[config.mk]
export PLATFORM = sky130hd
export DESIGN_NAME = mult_seq_ctrl
export DESIGN_NICKNAME = d
export VERILOG_FILES = /design/src/rtl/mult_seq_ctrl.sv
export SDC_FILE = /design/constraint.sdc
export NUM_CORES = 1
export LEC_CHECK = 0
export CORE_AREA = 10 10 47 49
export DETAILED_ROUTE_END_ITERATION = 12
export DIE_AREA = 0 0 57 59
export GPL_ROUTABILITY_DRIVEN = 0
export PLACE_DENSITY_LB_ADDON = 0.25
export SLEW_MARGIN = 20
export SYNTH_ARGS = -nofsm -noshare
export SYNTH_HDL_FRONTEND = slang
export SYNTH_SLANG_ARGS = --single-unit
[constraint.sdc]
create_clock -name clk -period 1.2 [get_ports clk]
set_input_delay 0.3 -clock clk [delete_from_list [all_inputs] [get_ports clk]]
set_output_delay 0.3 -clock clk [all_outputs]
set_load 0.1 [all_outputs]
[src/rtl/mult_seq_ctrl.sv]
// Control FSM for the sequential partial-product multiplier: issues NCHUNK x NCHUNK chunk products in diagonal order.
// Build option MULT_SEQ_ABORT_EN: start while busy restarts the operation instead of trapping in ERR.
module mult_seq_ctrl #(
    parameter int NCHUNK = 2,
    parameter int IDX_W  = $clog2(NCHUNK),
    parameter int SH_W   = $clog2(2*NCHUNK-1),
    parameter int ST_W   = $clog2(NCHUNK*NCHUNK)
) (
    input  logic             clk,
    input  logic             reset_a_n,
    input  logic             start,
    output logic [IDX_W-1:0] a_sel,
    output logic [IDX_W-1:0] b_sel,
    output logic [SH_W-1:0]  shift_sel,
    output logic [ST_W-1:0]  step_idx,
    output logic             last_pp,
    output logic             clk_ena,
    output logic             sclr_n,
    output logic             done,
    output logic             busy,
    output logic             err,
    output logic [2:0]       state_out
);

    localparam logic [2:0] S_IDLE  = 3'd0;
    localparam logic [2:0] S_CLEAR = 3'd1;
    localparam logic [2:0] S_RUN   = 3'd2;
    localparam logic [2:0] S_DONE  = 3'd3;
    localparam logic [2:0] S_ERR   = 3'd4;

`ifdef MULT_SEQ_ABORT_EN
    localparam logic [2:0] S_BUSY_START = S_CLEAR;
`else
    localparam logic [2:0] S_BUSY_START = S_ERR;
`endif

    localparam int unsigned      P          = NCHUNK * NCHUNK;
    localparam logic [ST_W-1:0]  STEP_LAST  = ST_W'(P - 1);
    localparam logic [IDX_W-1:0] IDX_MAX    = IDX_W'(NCHUNK - 1);
    localparam logic [SH_W-1:0]  DIAG_SPLIT = SH_W'(NCHUNK - 1);

    logic [2:0]       state_q, state_d;
    logic [IDX_W-1:0] a_q, b_q, a_d, b_d, a_adv, b_adv;
    logic [ST_W-1:0]  step_q, step_d;
    logic [SH_W-1:0]  diag_nxt;
    logic             run;

    always_comb begin
        state_d = state_q;
        case (state_q)
            S_IDLE:  if (start) state_d = S_CLEAR;
            S_CLEAR: state_d = start ? S_BUSY_START : S_RUN;
            S_RUN: begin
                if (start)
                    state_d = S_BUSY_START;
                else if (step_q == STEP_LAST)
                    state_d = S_DONE;
            end
            S_DONE, S_ERR: if (start) state_d = S_CLEAR;
            default: state_d = S_IDLE;
        endcase
    end

    // Walk down the current diagonal (a up, b down); at its end jump to the first cell of the next one.
    always_comb begin
        diag_nxt = SH_W'(a_q) + SH_W'(b_q) + SH_W'(1);
        if (a_q != IDX_MAX && b_q != '0) begin
            a_adv = a_q + IDX_W'(1);
            b_adv = b_q - IDX_W'(1);
        end else if (diag_nxt <= DIAG_SPLIT) begin
            a_adv = '0;
            b_adv = IDX_W'(diag_nxt);
        end else begin
            a_adv = IDX_W'(diag_nxt - DIAG_SPLIT);
            b_adv = IDX_MAX;
        end
    end

    // Step registers only advance while staying in RUN; any other path reloads them with zero.
    always_comb begin
        if (state_q == S_RUN && state_d == S_RUN) begin
            a_d    = a_adv;
            b_d    = b_adv;
            step_d = step_q + ST_W'(1);
        end else begin
            a_d    = '0;
            b_d    = '0;
            step_d = '0;
        end
    end

    always_ff @(posedge clk or negedge reset_a_n) begin
        if (!reset_a_n) begin
            state_q <= S_IDLE;
            a_q     <= '0;
            b_q     <= '0;
            step_q  <= '0;
        end else begin
            state_q <= state_d;
            a_q     <= a_d;
            b_q     <= b_d;
            step_q  <= step_d;
        end
    end

    assign run       = (state_q == S_RUN);
    assign a_sel     = run ? a_q : '0;
    assign b_sel     = run ? b_q : '0;
    assign shift_sel = run ? (SH_W'(a_q) + SH_W'(b_q)) : '0;
    assign step_idx  = run ? step_q : '0;
    assign last_pp   = run && (step_q == STEP_LAST);
    assign clk_ena   = run || (state_q == S_CLEAR);
    assign sclr_n    = (state_q != S_CLEAR);
    assign busy      = run || (state_q == S_CLEAR);
    assign done      = (state_q == S_DONE);
    assign err       = (state_q == S_ERR);
    assign state_out = state_q;

endmodule

==> impl_metrics.yaml <==
setup_path:
  cp-end-kind: "output pin"
  crit_start: "state_out[0]"
  cp.required_ns: 0.90
  reg2reg_depth: 4
  r2r-start: "state_out[1]"
  critPathKind: "flip-flop to output pin"
  rrSetupSlack_ns: -0.09
  timing.rr.end: "state_out[2]"
  cp_max_fo: 4
  start_kind: "flip-flop"
  worstPathArrival_ns: 1.38
global_routing:
  grt_util_met3_pct: 2.36
  grt.busiest_layer: "met2"
  grt_remaining_overflow: 0
  track_usage_pct: 7.11
  gr-usage-met1_pct: 7.19
  grt_pass1_wl_um: 1910
  grt_start_max_net_pins: 9
  grt_pass1_vias: 436
  antenna_found_initial: 0
  grt_use_met2_pct: 12.1
synth:
  synth-main-ff-cell: "dfrtp_1"
  synthArstFlopShare_pct: 100
  synth_edf_count: 0
  syn-cell-area_sq_um: 400
  avgSynthCellArea_sq_um: 9.53
  netlist_instances: 42
  yosysSeqAreaShare_pct: 43.8
  synth-seq-cells: 7
  synth.distinct_cells: 19
  synthesis.nets: 48
  yosysWarnings: 0
routing:
  drt_pass1_iterations: 2
  drc: 0
  viasPerCell: 4.49
  vias: 427
  wire_per_inst_um: 12.6
  drt_iter0_markers: 3
  totalWireLength_um: 1200
  ant_nets: 0
layout:
  final_cell_mix: "16 x buf_12, 13 x buf_4, 6 x and3_4, 5 x nor2_1"
  fin_area_sq_um: 998
  final_core_util_pct: 71.3
  final_common_cell: "buf_12"
  n_fill_cell: 101
  diodes: 0
  multi_input_area_sq_um: 272
  regArea_sq_um: 186
  synthToLayoutAreaGrowth_pct: 149
  fin_nets: 86
  drive_gt1_share_pct: 69.6
timing:
  fin_crit_sh_pct: 140
  grt_setup_unrepaired: "yes"
  post-route-min-period_ns: 1.68
  fin_skew_ns: 0.00331
  fmax_mhz: 594
  final_hold_viol_count: 0
  fin_tns_setup_ns: -6.12
  finalSetupViolations: 20
  fin_ws_ns: -0.484
  max_slew_margin_pct: 79.6
  worstMarginPinSlew_ns: 0.305
  slew_viol_final: 0
power_and_ir_drop:
  p_per_area_nw_per_um2: 2770
  p_leak_nw: 0.457
  ir_drop_mv: 3.48
min_path:
  min_path_type: "input pin to asynchronous set/reset pin"
run_status:
  outcome: "finished with violations"
  violations: "negative setup slack"
clocking:
  clk_pin_slew_ns: 0.05
  clock_latency_ns: 0.25
  root_buffer: "clkbuf_4"
  cts_made_buffers: 3
  cts_max_level: 1
  cts.sinks: 7
  cts_tree: "built"
  ctsHoldBuffers: 0
  clock_path_buffers: 2
placement:
  io_buffers: 17
  placed_area_sq_um: 892
  place_ws_ns: -0.297
  dpl.hpwl_um: 962
job:
  maxCapViolCount: 0
die:
  die_y_um: 59
  dieArea_sq_um: 3360
  start_util_pct: 28.6
  ioPinCount: 18
  rows: 14
  core_sq_um: 1400
  die_x_um: 57
## worst max path at each step
| stage | end | cells after the start | slack (ns) |
|---|---|---|---|
| floorplan | clk_ena | 3 | -0.74 |
| global placement | shift_sel[0] | 4 | -0.26 |
| detailed placement | shift_sel[0] | 4 | -0.30 |
| CTS | sclr_n | 3 | -0.48 |
| global route | sclr_n | 3 | -0.52 |
| finish | sclr_n | 3 | -0.48 |
## final cells by class
| class | instances | share of cell area (%) |
|---|---|---|
| Multi-Input combinational cell | 30 | 27.2 |
| Inverter | 3 | 1.13 |
| Clock buffer | 4 | 2.63 |
| Sequential cell | 7 | 18.7 |
| Tap cell | 16 | 2.01 |
| Timing Repair Buffer | 35 | 48.4 |
## critical path, stage by stage (launching register included)
cell	delay, ns
dfrtp_4	0.46
buf_6	0.12
or3b_4	0.38
buf_12	0.17
## per-stage QoR
| stage | std cells | power (W) | hold WS (ns) |
|---|---|---|---|
| global route | 95 | 0.00288 | 0.323 |
| floorplan | 42 | 0.00166 | 0.00441 |
| CTS | 94 | 0.00275 | 0.311 |
| finish | 95 | 0.00277 | 0.306 |
| detailed placement | 86 | 0.00235 | 0.533 |
| global placement | 86 | 0.00234 | 0.516 |
## cell usage after synthesis, types with 2 or more instances
| cell | count | area [sq um] |
|---|---|---|
| ha_1 | 3 | 37.5 |
| and3_1 | 6 | 37.5 |
| nor2_2 | 3 | 18.8 |
| nor2_1 | 6 | 22.5 |
| nand2_1 | 2 | 7.51 |
| inv_1 | 3 | 11.3 |
| dfrtp_1 | 7 | 175 |
## where the power goes
part | leakage (nW) | switching [W] | internal (W) | total (W)
Combinational | 0.352 | 0.00126 | 0.000909 | 0.00217
Clock | 0.0150 | 0.0000789 | 0.000126 | 0.000205
Sequential | 0.0899 | 0.0000834 | 0.000307 | 0.000390
## what timing repair did
action	CTS	global route
pin swaps	4	4
setup endpoints to repair	19	20
gates resized for setup	6	3
setup buffers	4	3
## routing by layer
metal	wire (um)	vias to the layer above
met5	0	-
met4	0	0
met3	76	0
met2	655	8
met1	469	207
li1	-	212
## state kept, by name, summed over array words and instances, names as in the netlist
register	cells
step_q	2
state_out	3
a_q	1
b_q	1
## cells by family after synthesis
group	Yosys count	synth area share [%]
AOI/OAI and AO/OA	2	2.50
xor gates and xnor gates	1	2.19
adders and majority gates	3	9.38
buffers and inverters	5	5.94
DFF	7	43.8
muxes	1	3.75
and+or+nand+nor	23	32.5
(Power assumes the default switching activity.)
==> edit, RTL diff (same flow settings) <==
Add a define of `MULT_SEQ_ABORT_EN`.
--- a/src/rtl/mult_seq_ctrl.sv
+++ b/src/rtl/mult_seq_ctrl.sv
@@ -1,5 +1,7 @@
 // Control FSM for the sequential partial-product multiplier: issues NCHUNK x NCHUNK chunk products in diagonal order.
 // Build option MULT_SEQ_ABORT_EN: start while busy restarts the operation instead of trapping in ERR.
+`define MULT_SEQ_ABORT_EN
+
 module mult_seq_ctrl #(
     parameter int NCHUNK = 2,
     parameter int IDX_W  = $clog2(NCHUNK),
Function: changed (a bounded check fails within 4 cycles, from zero or initial values and one cycle with reset_a_n low).
==> edit against the original RTL <==
  * The run still ends with setup timing left
  * Global-route usage decreased by 0.32 points
  * Die area did not move
  * Worst setup slack worse by 2.0 ps
  * Synthesized area up 0.94%
  * Non-clock buffer count fell by 3
  * Wire length down 1.0%
  * Sequential cell count did not move
  * Final area increased by 1.6%
  * Critical endpoint is now shift_sel[0]
Power is left out: it rests on default switching activity, and per cell area and clock period it moved more than threefold.
==> edit: results (changes against the original RTL) <==
worst setup margin -> -486 ps (was -484 ps)
post-synthesis sequential area ratio -> 0.433 (was 0.438)
first-pass GRT wire length -> 1860 µm (was 1910 µm)
Yosys cell types -> 19 (unchanged)
Async SR Flop Fraction -> 1.00 (unchanged)
M2 GR Usage -> 0.122 (was 0.121)
post-DP HPWL -> 963 µm (was 962 µm)
CTS max path bufs -> 2 (unchanged)
Commonest cells post-synth -> dfrtp_1 (7), and3_1 (6), nor3_1 (4) (was dfrtp_1 (7), and3_1 (6), nor2_1 (6))
largest net degree at the start of global routing -> 9 (unchanged)
ys flop type -> dfrtp_1 (unchanged)
post-placement cell count -> 82 (was 86)
Port-buffer cells -> 17 (unchanged)
CP max stage delay -> 400 ps (was 460 ps)
Post-Synth Adder-Cell Area -> 0.0929 (was 0.0938)
largest family of logic cells by synthesized area -> simple AND/OR/NAND/NOR gates (unchanged)
complex-gate fraction of the synthesized area -> 0.0495 (was 0.0250)
xor/xnor share of the synthesized area -> 0.0217 (was 0.0219)
Total Routed Length -> 1190 µm (was 1200 µm)
syn_area_per_cell -> 10.6 µm² (was 9.53 µm²)
mux share of post-synthesis cell area -> 0 (was 0.0375)
final net count -> 78 (was 86)
CTS H-tree lvls -> 1 (unchanged)
met1 Use GR -> 0.0679 (was 0.0719)
slowest cell on the critical path -> dfrtp_1 (was dfrtp_4)
failing checks -> setup timing (unchanged)
Final setup viols -> 20 (unchanged)
top cell type's share of synthesized area -> 0.433 (was 0.438)
Least-Margin Pin Slew -> 314 ps (was 305 ps)
residual DRC count -> 0 (unchanged)
Detailed Routing Iterations Pass 1 -> 4 (was 2)
status -> complete, but fails checks (unchanged)
initial antenna violation count -> 0 (unchanged)
clk_skew -> 4.21 ps (was 3.31 ps)
syn_nets -> 44 (was 48)
All-Layer GR Usage -> 0.0679 (was 0.0711)
Root Buffer -> clkbuf_4 (unchanged)
TritonCTS buffer count -> 3 (unchanged)
Vias/cell -> 4.61 (was 4.49)
vias in the first global route -> 425 (was 436)
largest cells by area after synthesis -> dfrtp_1 (43%), and3_1 (9.3%), ha_1 (9.3%) (was dfrtp_1 (44%), and3_1 (9.4%), ha_1 (9.4%))
fraction of layout cells with a size suffix above 1 -> 0.789 (was 0.696)
max reg flops -> 3 (unchanged)
DRT iter0 DRCs -> 2 (was 3)
GR Util met3 -> 0.0258 (was 0.0236)
min-delay worst type -> input port to async pin (unchanged)
Reg clk slew, reported paths -> 50 ps (about the same)
critical path arrival -> 1390 ps
crit-path max FO -> 2 (was 4)
Non-Filler Instances -> 87 (was 95)
edit: cell count changes in the layout (fill, tap and decap cells not counted), sizes merged, moves of 2 or more:
cell   delta
nor2      -6
buf       -3
nor3      +3
inv       -2
nand2     -2
nor3b     +2
o21a      +2
edit: repair_timing:
| action | CTS | global route |
|---|---|---|
| gates resized for setup | 6 | 7 |
| setup endpoints to repair | 19 | 21 |
| setup buffers | 0 | 1 |
| pin swaps | 5 | 5 |
edit: cell type report:
class                   count  area, µm²
clock buffers               4       26.3
fillers                   104        387
inverters                   1       3.75
multi-input cells          27        307
flip-flops and latches      7        186
well taps                  16       20.0
repair buffers             32        472
edit: final timing paths:
kind / endpoint / cells after the start / start / slack (ps)
max in group asynchronous: state_out[0] / 1 / reset_a_n / 620
setup reg to reg: step_q[1] / 2 / state_out[2] / -160
min in group clk: step_q[0] / 2 / step_q[0] / 540
setup / recovery: shift_sel[0] / 3 / b_q / -490
hold / removal: state_out[2] / 1 / reset_a_n / 310
hold reg to reg: step_q[0] / 2 / step_q[0] / 540
edit: stage by stage:
stage	hold slack, ps	worst slack [ps]	TNS, ps	utilization	instance area, µm²
floorplan	4.41	-1000	-9810	-	517
global placement	518	-319	-3580	0.663	930
detailed placement	531	-353	-3780	0.663	930
CTS	318	-535	-6770	0.701	982
global route	330	-537	-7360	0.724	1010
finish	310	-486	-6590	0.724	1010
edit: routing by layer:
| layer | up-vias | wire [µm] |
|---|---|---|
| met5 | - | 0 |
| met4 | 0 | 0 |
| met3 | 0 | 83 |
| met2 | 8 | 674 |
| met1 | 193 | 432 |
| li1 | 200 | - |
edit: worst register-to-register path: cells and delay by family (launching register included):
kind / cells / cell delay, ps
flops: 1 / 530
simple gates: 2 / 760
